$ cat config.mk
export PLATFORM = sky130hd
export DESIGN_NAME = pipeline_sequencer
export DESIGN_NICKNAME = d
export VERILOG_FILES = /design/src/rtl/mips_pipe_pkg.sv /design/src/rtl/hazard_detect.sv /design/src/rtl/pipeline_sequencer.sv
export SDC_FILE = /design/constraint.sdc
export NUM_CORES = 1
export LEC_CHECK = 0
export ABC_CLOCK_PERIOD_IN_PS = 1850
export CAP_MARGIN = 30
export CORE_MARGIN = 2
export CORE_UTILIZATION = 32
export DETAILED_ROUTE_END_ITERATION = 8
export PLACE_DENSITY = 0.85
export SYNTH_ARGS = -nofsm -noshare
export SYNTH_HDL_FRONTEND = slang
export SYNTH_SLANG_ARGS = --single-unit
$ cat constraint.sdc
create_clock -name i_clk -period 1.85 [get_ports i_clk]
set_input_delay 0.37 -clock i_clk [delete_from_list [all_inputs] [get_ports i_clk]]
set_output_delay 0.37 -clock i_clk [all_outputs]
set_load 0.01 [all_outputs]
$ cat src/rtl/mips_pipe_pkg.sv
// mips_pipe_pkg: shared state encodings, PC-select codes and register-match helper for the pipeline sequencer
package mips_pipe_pkg;
  localparam logic [1:0] RUN        = 2'd0;
  localparam logic [1:0] MEM_WAIT   = 2'd1;
  localparam logic [1:0] EXC_SETTLE = 2'd2;
  localparam logic [1:0] PC_SEQ = 2'd0;
  localparam logic [1:0] PC_BR  = 2'd1;
  localparam logic [1:0] PC_VEC = 2'd2;
  localparam logic [1:0] PC_EPC = 2'd3;
  function automatic logic src_match(
    input logic [4:0] rs,
    input logic [4:0] rt,
    input logic       uses_rs,
    input logic       uses_rt,
    input logic [4:0] dst
  );
    return (dst != 5'd0) && ((uses_rs && rs == dst) || (uses_rt && rt == dst));
  endfunction
endpackage

$ cat src/rtl/hazard_detect.sv
// hazard_detect: combinational load-use and branch-operand hazard comparator
module hazard_detect
  import mips_pipe_pkg::*;
(
  input  logic [4:0] rs,
  input  logic [4:0] rt,
  input  logic       uses_rs,
  input  logic       uses_rt,
  input  logic       branch,
  input  logic       ex_lw,
  input  logic       ex_regwrite,
  input  logic [4:0] ex_dst,
  input  logic       mem_lw,
  input  logic [4:0] mem_dst,
  output logic       lu,
  output logic       bo
);
  assign lu = ex_lw & src_match(rs, rt, uses_rs, uses_rt, ex_dst);
  assign bo = branch & ((ex_regwrite & src_match(rs, rt, uses_rs, uses_rt, ex_dst)) |
                        (mem_lw & src_match(rs, rt, uses_rs, uses_rt, mem_dst)));
endmodule

$ cat src/rtl/pipeline_sequencer.sv
// pipeline_sequencer: stall/flush/PC-select controller for the 5-stage MIPS32 pipeline
module pipeline_sequencer
  import mips_pipe_pkg::*;
#(
  parameter bit DELAY_SLOT  = 1'b1,
  parameter int MEM_TIMEOUT = 16
) (
  input  logic       i_clk,
  input  logic       i_s_rst,
  input  logic [4:0] i_id_rs,
  input  logic [4:0] i_id_rt,
  input  logic       i_id_uses_rs,
  input  logic       i_id_uses_rt,
  input  logic       i_id_branch,
  input  logic       i_id_taken,
  input  logic       i_id_eret,
  input  logic       i_ex_lw,
  input  logic       i_ex_regwrite,
  input  logic [4:0] i_ex_dst,
  input  logic       i_mem_lw,
  input  logic [4:0] i_mem_dst,
  input  logic       i_dmem_req,
  input  logic       i_dmem_ready,
  input  logic       i_exc,
  output logic       o_we_fetch,
  output logic       o_we_decode,
  output logic       o_we_exec,
  output logic       o_we_MemAc,
  output logic       o_we_WrBc,
  output logic       o_s_rst_decode,
  output logic       o_s_rst_exec,
  output logic       o_s_rst_MemAc,
  output logic       o_s_rst_WrBc,
  output logic [1:0] o_pc_sel,
  output logic       o_epc_we,
  output logic       o_dmem_abort,
  output logic       o_bus_err,
  output logic [1:0] o_state
);
  localparam int CW = (MEM_TIMEOUT < 1) ? 1 : $clog2(MEM_TIMEOUT + 1);
  localparam logic [CW-1:0] CMAX = CW'(MEM_TIMEOUT - 1);
  logic [1:0] st, st_nxt;
  logic [CW-1:0] cnt;
  logic lu, bo, in_wait, in_settle, in_run, timeout;
  logic entry, freeze, pipe, stall, eret, br;
  hazard_detect u_hazard (
    .rs(i_id_rs),
    .rt(i_id_rt),
    .uses_rs(i_id_uses_rs),
    .uses_rt(i_id_uses_rt),
    .branch(i_id_branch),
    .ex_lw(i_ex_lw),
    .ex_regwrite(i_ex_regwrite),
    .ex_dst(i_ex_dst),
    .mem_lw(i_mem_lw),
    .mem_dst(i_mem_dst),
    .lu(lu),
    .bo(bo)
  );
  assign in_wait   = st == MEM_WAIT;
  assign in_settle = st == EXC_SETTLE;
  assign in_run    = !in_wait && !in_settle;
  assign timeout   = (MEM_TIMEOUT != 0) && (cnt == CMAX);
  assign entry     = ((in_run || in_wait) && i_exc) || (in_wait && !i_dmem_ready && timeout);
  assign freeze    = !entry && ((in_run && i_dmem_req && !i_dmem_ready) || (in_wait && !i_dmem_ready));
  assign pipe      = !entry && !freeze && !in_settle;
  assign stall     = in_settle || (pipe && (lu || bo));
  assign eret      = pipe && !(lu || bo) && i_id_eret;
  assign br        = pipe && !(lu || bo) && !i_id_eret && i_id_taken;
  // state and wait counter; the counter restarts on every entry to MEM_WAIT and saturates
  always_ff @(posedge i_clk) begin
    if (i_s_rst) begin
      st  <= RUN;
      cnt <= '0;
    end else begin
      st  <= st_nxt;
      cnt <= !in_wait ? '0 : (cnt == {CW{1'b1}}) ? cnt : cnt + 1'b1;
    end
  end
  // next state: exception entry beats a memory freeze, everything else returns to RUN
  always_comb begin
    st_nxt = entry ? EXC_SETTLE : freeze ? MEM_WAIT : RUN;
  end
  // per-stage enables, clears and pulses; reset forces every stage to clear
  always_comb begin
    o_we_fetch     = !i_s_rst && !freeze && !stall;
    o_we_decode    = !i_s_rst && !freeze && !stall;
    o_we_exec      = !i_s_rst && !freeze;
    o_we_MemAc     = !i_s_rst && !freeze;
    o_we_WrBc      = !i_s_rst && !freeze;
    o_s_rst_decode = i_s_rst || entry || eret || (br && !DELAY_SLOT);
    o_s_rst_exec   = i_s_rst || entry || stall;
    o_s_rst_MemAc  = i_s_rst || entry;
    o_s_rst_WrBc   = i_s_rst;
    o_pc_sel       = i_s_rst ? PC_SEQ : entry ? PC_VEC : eret ? PC_EPC : br ? PC_BR : PC_SEQ;
    o_epc_we       = !i_s_rst && entry;
    o_dmem_abort   = !i_s_rst && entry && in_wait;
    o_bus_err      = !i_s_rst && in_wait && !i_exc && !i_dmem_ready && timeout;
    o_state        = i_s_rst ? RUN : st;
  end
endmodule

== Word-level counts from Yosys, hierarchy flattened ==
Cells that the tools add are included.
Operators by class
  $add $sub $neg: 1
  equal/unequal tests: 8
  mux-type cells: 7
  bitwise gates (word level): 6
  reductions and logical operators: 52
Operators with widths (count)
  $logic_and A1 B1 Y1: 28
  $eq A5 B5 Y1: 4
  $logic_not A1 Y1: 10
  $logic_or A1 B1 Y1: 10
  $mux W2: 5
  $reduce_bool A5 Y1: 2
  $add A5 B1 Y5 const B: 1
  $eq A5 B4 Y1 const B: 1
  $eq A5 B5 Y1 const B: 1
  $and A1 B1 Y1: 4
  $reduce_or A2 Y1: 2
  $eq A2 B1 Y1 const B: 1
  $eq A2 B2 Y1 const B: 1
  $mux W1: 2
  $not A1 Y1: 1
  $or A1 B1 Y1: 1
Word-level totals
  bits in registers: 7
  bits of input ports: 33
  word-level logic and storage cells: 77

== Longest topological paths before layout ==
  word-level depth: 18
  gate-level depth with buffers: 7

== Cells and area by module ==
From an unflattened synthesis, not the netlist that was laid out.
Unflattened totals
  cells, all modules: 99
  area, all modules: 765.7 um^2
By module, submodules not included
  pipeline_sequencer: times used 1, cells each 61, area each 488.0 um^2, seq. area each 140.1 um^2
  hazard_detect: times used 1, cells each 38, area each 277.8 um^2, seq. area each 0.0 um^2

== Worst setup path after synthesis ==
OpenSTA, ideal clock, no wires.
  path kind: register to output
  start point: register cnt[0]
  end point: output o_we_fetch
  arrival: 1.770 ns
  path slack: -0.290 ns
  stages on the path, launching flop included: 8
  path through: dfxtp_1 ha_1 and3_1 ha_1 a32oi_1 a21oi_1 o311a_2 buf_4
On the way
  elaborated cells on any way between the ends: 13
  classes of those cells: 1 x eq/ne; 12 x reduce/logical
RTL lines
  start: declaration: RTL line pipeline_sequencer.sv:43  | logic [CW-1:0] cnt;
  start signal: assignment: RTL line pipeline_sequencer.sv:77  | cnt <= !in_wait ? '0 : (cnt == {CW{1'b1}}) ? cnt : cnt + 1'b1;
  $eq A5 B4 Y1: RTL line pipeline_sequencer.sv:63  | assign timeout = (MEM_TIMEOUT != 0) && (cnt == CMAX);
  $logic_and A1 B1 Y1: RTL line pipeline_sequencer.sv:64  | assign entry = ((in_run || in_wait) && i_exc) || (in_wait && !i_dmem_ready && timeout);
  $logic_or A1 B1 Y1: RTL line pipeline_sequencer.sv:64
  $logic_not A1 Y1: RTL line pipeline_sequencer.sv:65  | assign freeze = !entry && ((in_run && i_dmem_req && !i_dmem_ready) || (in_wait && !i_dmem_ready));
  $logic_and A1 B1 Y1: RTL line pipeline_sequencer.sv:65
  $logic_not A1 Y1
  $logic_and A1 B1 Y1
  named net o_we_MemAc: RTL line pipeline_sequencer.sv:28  | output logic o_we_MemAc,
  $logic_and A1 B1 Y1: RTL line pipeline_sequencer.sv:86  | o_we_fetch = !i_s_rst && !freeze && !stall;
  end: declaration: RTL line pipeline_sequencer.sv:25  | output logic o_we_fetch,
The timed path passes the listed nets, and every way through them passes these cells.

== Worst setup path in the final report ==
  start point: register cnt[1]
  end point: output o_we_decode
On the way
  word-level cells in the longest chain between the ends: 12
  elaborated cells on any way between the ends: 13
  classes of those cells: 1 x eq/ne; 12 x reduce/logical
Ends and longest elaborated chain
  $eq A5 B4 Y1 (*): RTL line pipeline_sequencer.sv:63
  $logic_and A1 B1 Y1 (*): RTL line pipeline_sequencer.sv:64
  $logic_or A1 B1 Y1 (*): RTL line pipeline_sequencer.sv:64
  $logic_not A1 Y1 (*): RTL line pipeline_sequencer.sv:65, pipeline_sequencer.sv:66
  $logic_and A1 B1 Y1: RTL line pipeline_sequencer.sv:65
  $logic_not A1 Y1: RTL line pipeline_sequencer.sv:66, pipeline_sequencer.sv:87
  $logic_and A1 B1 Y1 (2 in series): RTL line pipeline_sequencer.sv:66  | assign pipe = !entry && !freeze && !in_settle;
  $logic_and A1 B1 Y1: RTL line pipeline_sequencer.sv:67  | assign stall = in_settle || (pipe && (lu || bo));
  $logic_or A1 B1 Y1: RTL line pipeline_sequencer.sv:67
  $logic_not A1 Y1: RTL line pipeline_sequencer.sv:87  | o_we_decode = !i_s_rst && !freeze && !stall;
  $logic_and A1 B1 Y1 (*): RTL line pipeline_sequencer.sv:87
  end: declaration: RTL line pipeline_sequencer.sv:26  | output logic o_we_decode,
Mark *: on every way between the ends. The rest lies on a longest branch, timed or not.

==> flow_summary.toml <==
[power_and_ir_drop]
power_switching_mw = 0.186
total_leakage_power_nw = 0.713
pwr-share-seq_pct = 25.8
vdd_drop_max_v = 0.000390
power_density_nw_per_um2 = 370
internal_power_mw = 0.418
power_mw = 0.604
power_frac_comb_pct = 51.5
swShare_pct = 30.8
p_clk_share_pct = 22.7

[logic_synthesis]
synth_most_common_cell = "xnor2_1"
synthesis.nets = 133
synth-edff-count = 0
syn_area_um2 = 738
syn_avg_cell_area_um2 = 7.77
synth_ff_type = "dfxtp_1"
ys_seq_elements = 7
synth_top_area_share_pct = 24.9
synth_top_cell_by_area = "xnor2_1"
synth_area_leaders = "xnor2_1, dfxtp_1, ha_1"
yosysUniqueCellTypes = 25
ys_top_cells_by_count = "xnor2_1, nor2_1, dfxtp_1"
netlist_instances = 95
synth.yosys.seq_area_share_pct = 19.0
async_flop_share_pct = 0
yosysWarnings = 0

[clock_tree]
cts-htree-levels = 1
root_buffer = "clkbuf_4"
hold_buffers = 0
clock-sinks = 7
clk_latency_ns = 0.25
clk_pin_slew_ns = 0.05
cts_tree = "done"
cts_buffers = 3
cts_buffer_depth = 2

[timing]
min_period_over_period_pct = 125
fin_worst_skew_ns = 0.00264
fmax_mhz = 432
slew_violations = 0
relSlewSlack_pct = 75.6
rsz0062_at_grt = "true"
final-setup-viol-count = 12
finalHoldViolCount = 0
tightest_slew_ns = 0.366
finalCriticalPeriod_ns = 2.32
layout_setup_ws_ns = -0.466
finalSetupTns_ns = -4.89

[status]
status = "complete, but fails checks"
failed_checks = "setup timing"

[placement]
dp_hpwl_mm = 2.30
placed_area_um2 = 1470
post-place-ws_ns = -1.11
gp_congestion = 0.790
numPortBuffers = 48

[critical_path]
path_max_fanout = 3
r2r_start = "cnt[1]$_SDFFE_PP0P_"
required_ns = 1.48
r2r_cells = 9
end_kind = "output pin"
crit_type = "reg -> out"
reg2reg_slack_ns = 0.10
cp-start-kind = "flop"
cp.arrival_ns = 1.95
r2r-end = "st[0]$_SDFF_PP0_"

[finish]
design_area_um2 = 1630
diodes = 0
syn2layout_area_growth_pct = 121
finalCoreUtilization_pct = 74.5
drive_above_1_share_pct = 45.5
finalNetCount = 215

[floorplan]
num_rows = 17
io-pin-count = 49
dieHeight_um = 52.0
core_area_um2 = 2190
die_w_um = 52.0
initial_utilization_pct = 33.7
dieArea_um2 = 2710

[global_routing]
grt_max_degree = 7
grt_use_total_pct = 22.3
antenna_found_initial = 0
grt_overflow_total = 0
grt_pass1_wl_mm = 4.43
grt_pass1_vias = 1028

[min_path]
hold_depth = 3
min_from = "cnt[4]$_SDFFE_PP0P_"
hold_class = "reg -> reg"
holdPathEnd = "cnt[4]$_SDFFE_PP0P_"

[drt]
wl_per_cell_um = 14.4
antenna_left = 0
drtIter0Drc = 15
route.vias.total = 994
drt-vias-per-instance = 4.87
drt-total-wl_mm = 2.94
first_pass_iters = 4
drc = 0

[flow_run]
cap_violations = 0
==> worst max-delay path, stage by stage, from the launching register on <==
cell     delay, ns
dfxtp_2       0.34
ha_4          0.13
and3_4        0.19
ha_4          0.14
a32oi_4       0.14
buf_4         0.16
buf_6         0.11
a21oi_4       0.15
o311a_4       0.23
buf_6         0.10
==> per-layer routing <==
metal	share of wire, %	up-vias	routed length, um	track usage (%)
li1	-	494	-	-
met1	36	453	1060	22.3
met2	55	44	1620	45.6
met3	8.2	3	241	3.45
met4	0.71	0	21	6.58
met5	0	-	0	0
==> cells in the final DEF (no fill, tap or decap), types with 2 or more instances in the layout <==
master,netlist,layout
buf_4,4,28
xnor2_1,21,18
dlygate4sd2_1,0,15
buf_6,0,14
nor2_1,16,12
clkdlybuf4s50_1,0,10
buf_2,0,7
inv_1,6,5
nand2_1,6,5
dfxtp_1,7,5
nand4_1,4,4
a21oi_1,5,4
nor2_2,0,4
clkdlybuf4s15_1,0,4
xnor2_2,0,3
clkbuf_4,0,3
clkdlybuf4s15_2,0,3
o22ai_2,0,2
nor3_1,3,2
xor2_1,2,2
ha_1,5,2
ha_4,0,2
dfxtp_2,0,2
==> cells by family after synthesis <==
logic type / synth area share, %
AO/OA/AOI/OAI: 14.4
XOR/XNOR: 27.3
adder cells (fa/ha/maj): 8.47
multiplexers: 1.36
AND/OR/NAND/NOR: 22.4
buffers and inverters: 7.12
flip-flops: 19.0
==> repair_timing <==
action                     4_1_cts  5_1_grt
gates resized for setup        126        4
setup endpoints to repair       16       14
pin swaps                       25        4
hold endpoints to repair         0        0
setup buffers                    9        2
==> cell type report <==
class                           instances  area (um2)
Tap cell                               28        35.0
Sequential cell                         7         143
Timing Repair Buffer                   81         708
Clock buffer                            4        26.3
Inverter                                6        22.5
Fill cell                             168         559
Multi-Input combinational cell         78         697
==> power by group through the flow <==
| stage | sequential, mW | combinational, mW | clock [mW] |
|---|---|---|---|
| 3_3_place_gp | 0.158 | 0.272 | 0 |
| 3_5_place_dp | 0.158 | 0.281 | 0 |
| 4_1_cts | 0.155 | 0.300 | 0.145 |
| 6_report | 0.156 | 0.311 | 0.137 |
| 2_1_floorplan | 0.158 | 0.110 | 0 |
| 5_1_grt | 0.155 | 0.331 | 0.155 |
==> state kept, by name, summed over array words and instances, names as in the netlist <==
register and flops:
cnt 5, st 2
==> how the worst max path moves through the flow <==
stage                                   start           to  slack [ns]
after global placement           i_mem_dst[1]  o_we_decode       -1.05
after detailed placement         i_mem_dst[1]  o_pc_sel[1]       -1.11
final                     cnt[1]$_SDFFE_PP0P_  o_we_decode       -0.47
after CTS                 cnt[0]$_SDFFE_PP0P_  o_pc_sel[1]       -0.41
after floorplan                  i_mem_dst[1]   o_we_fetch       -0.08
after global routing      cnt[1]$_SDFFE_PP0P_  o_pc_sel[0]       -0.53
==> stage by stage <==
stage | hold slack, ns | instances
6_report | 0.596 | 204
5_1_grt | 0.621 | 204
4_1_cts | 0.593 | 202
3_5_place_dp | 0.580 | 191
3_3_place_gp | 0.562 | 191
2_1_floorplan | 0.442 | 95
(Power assumes the default switching activity.)
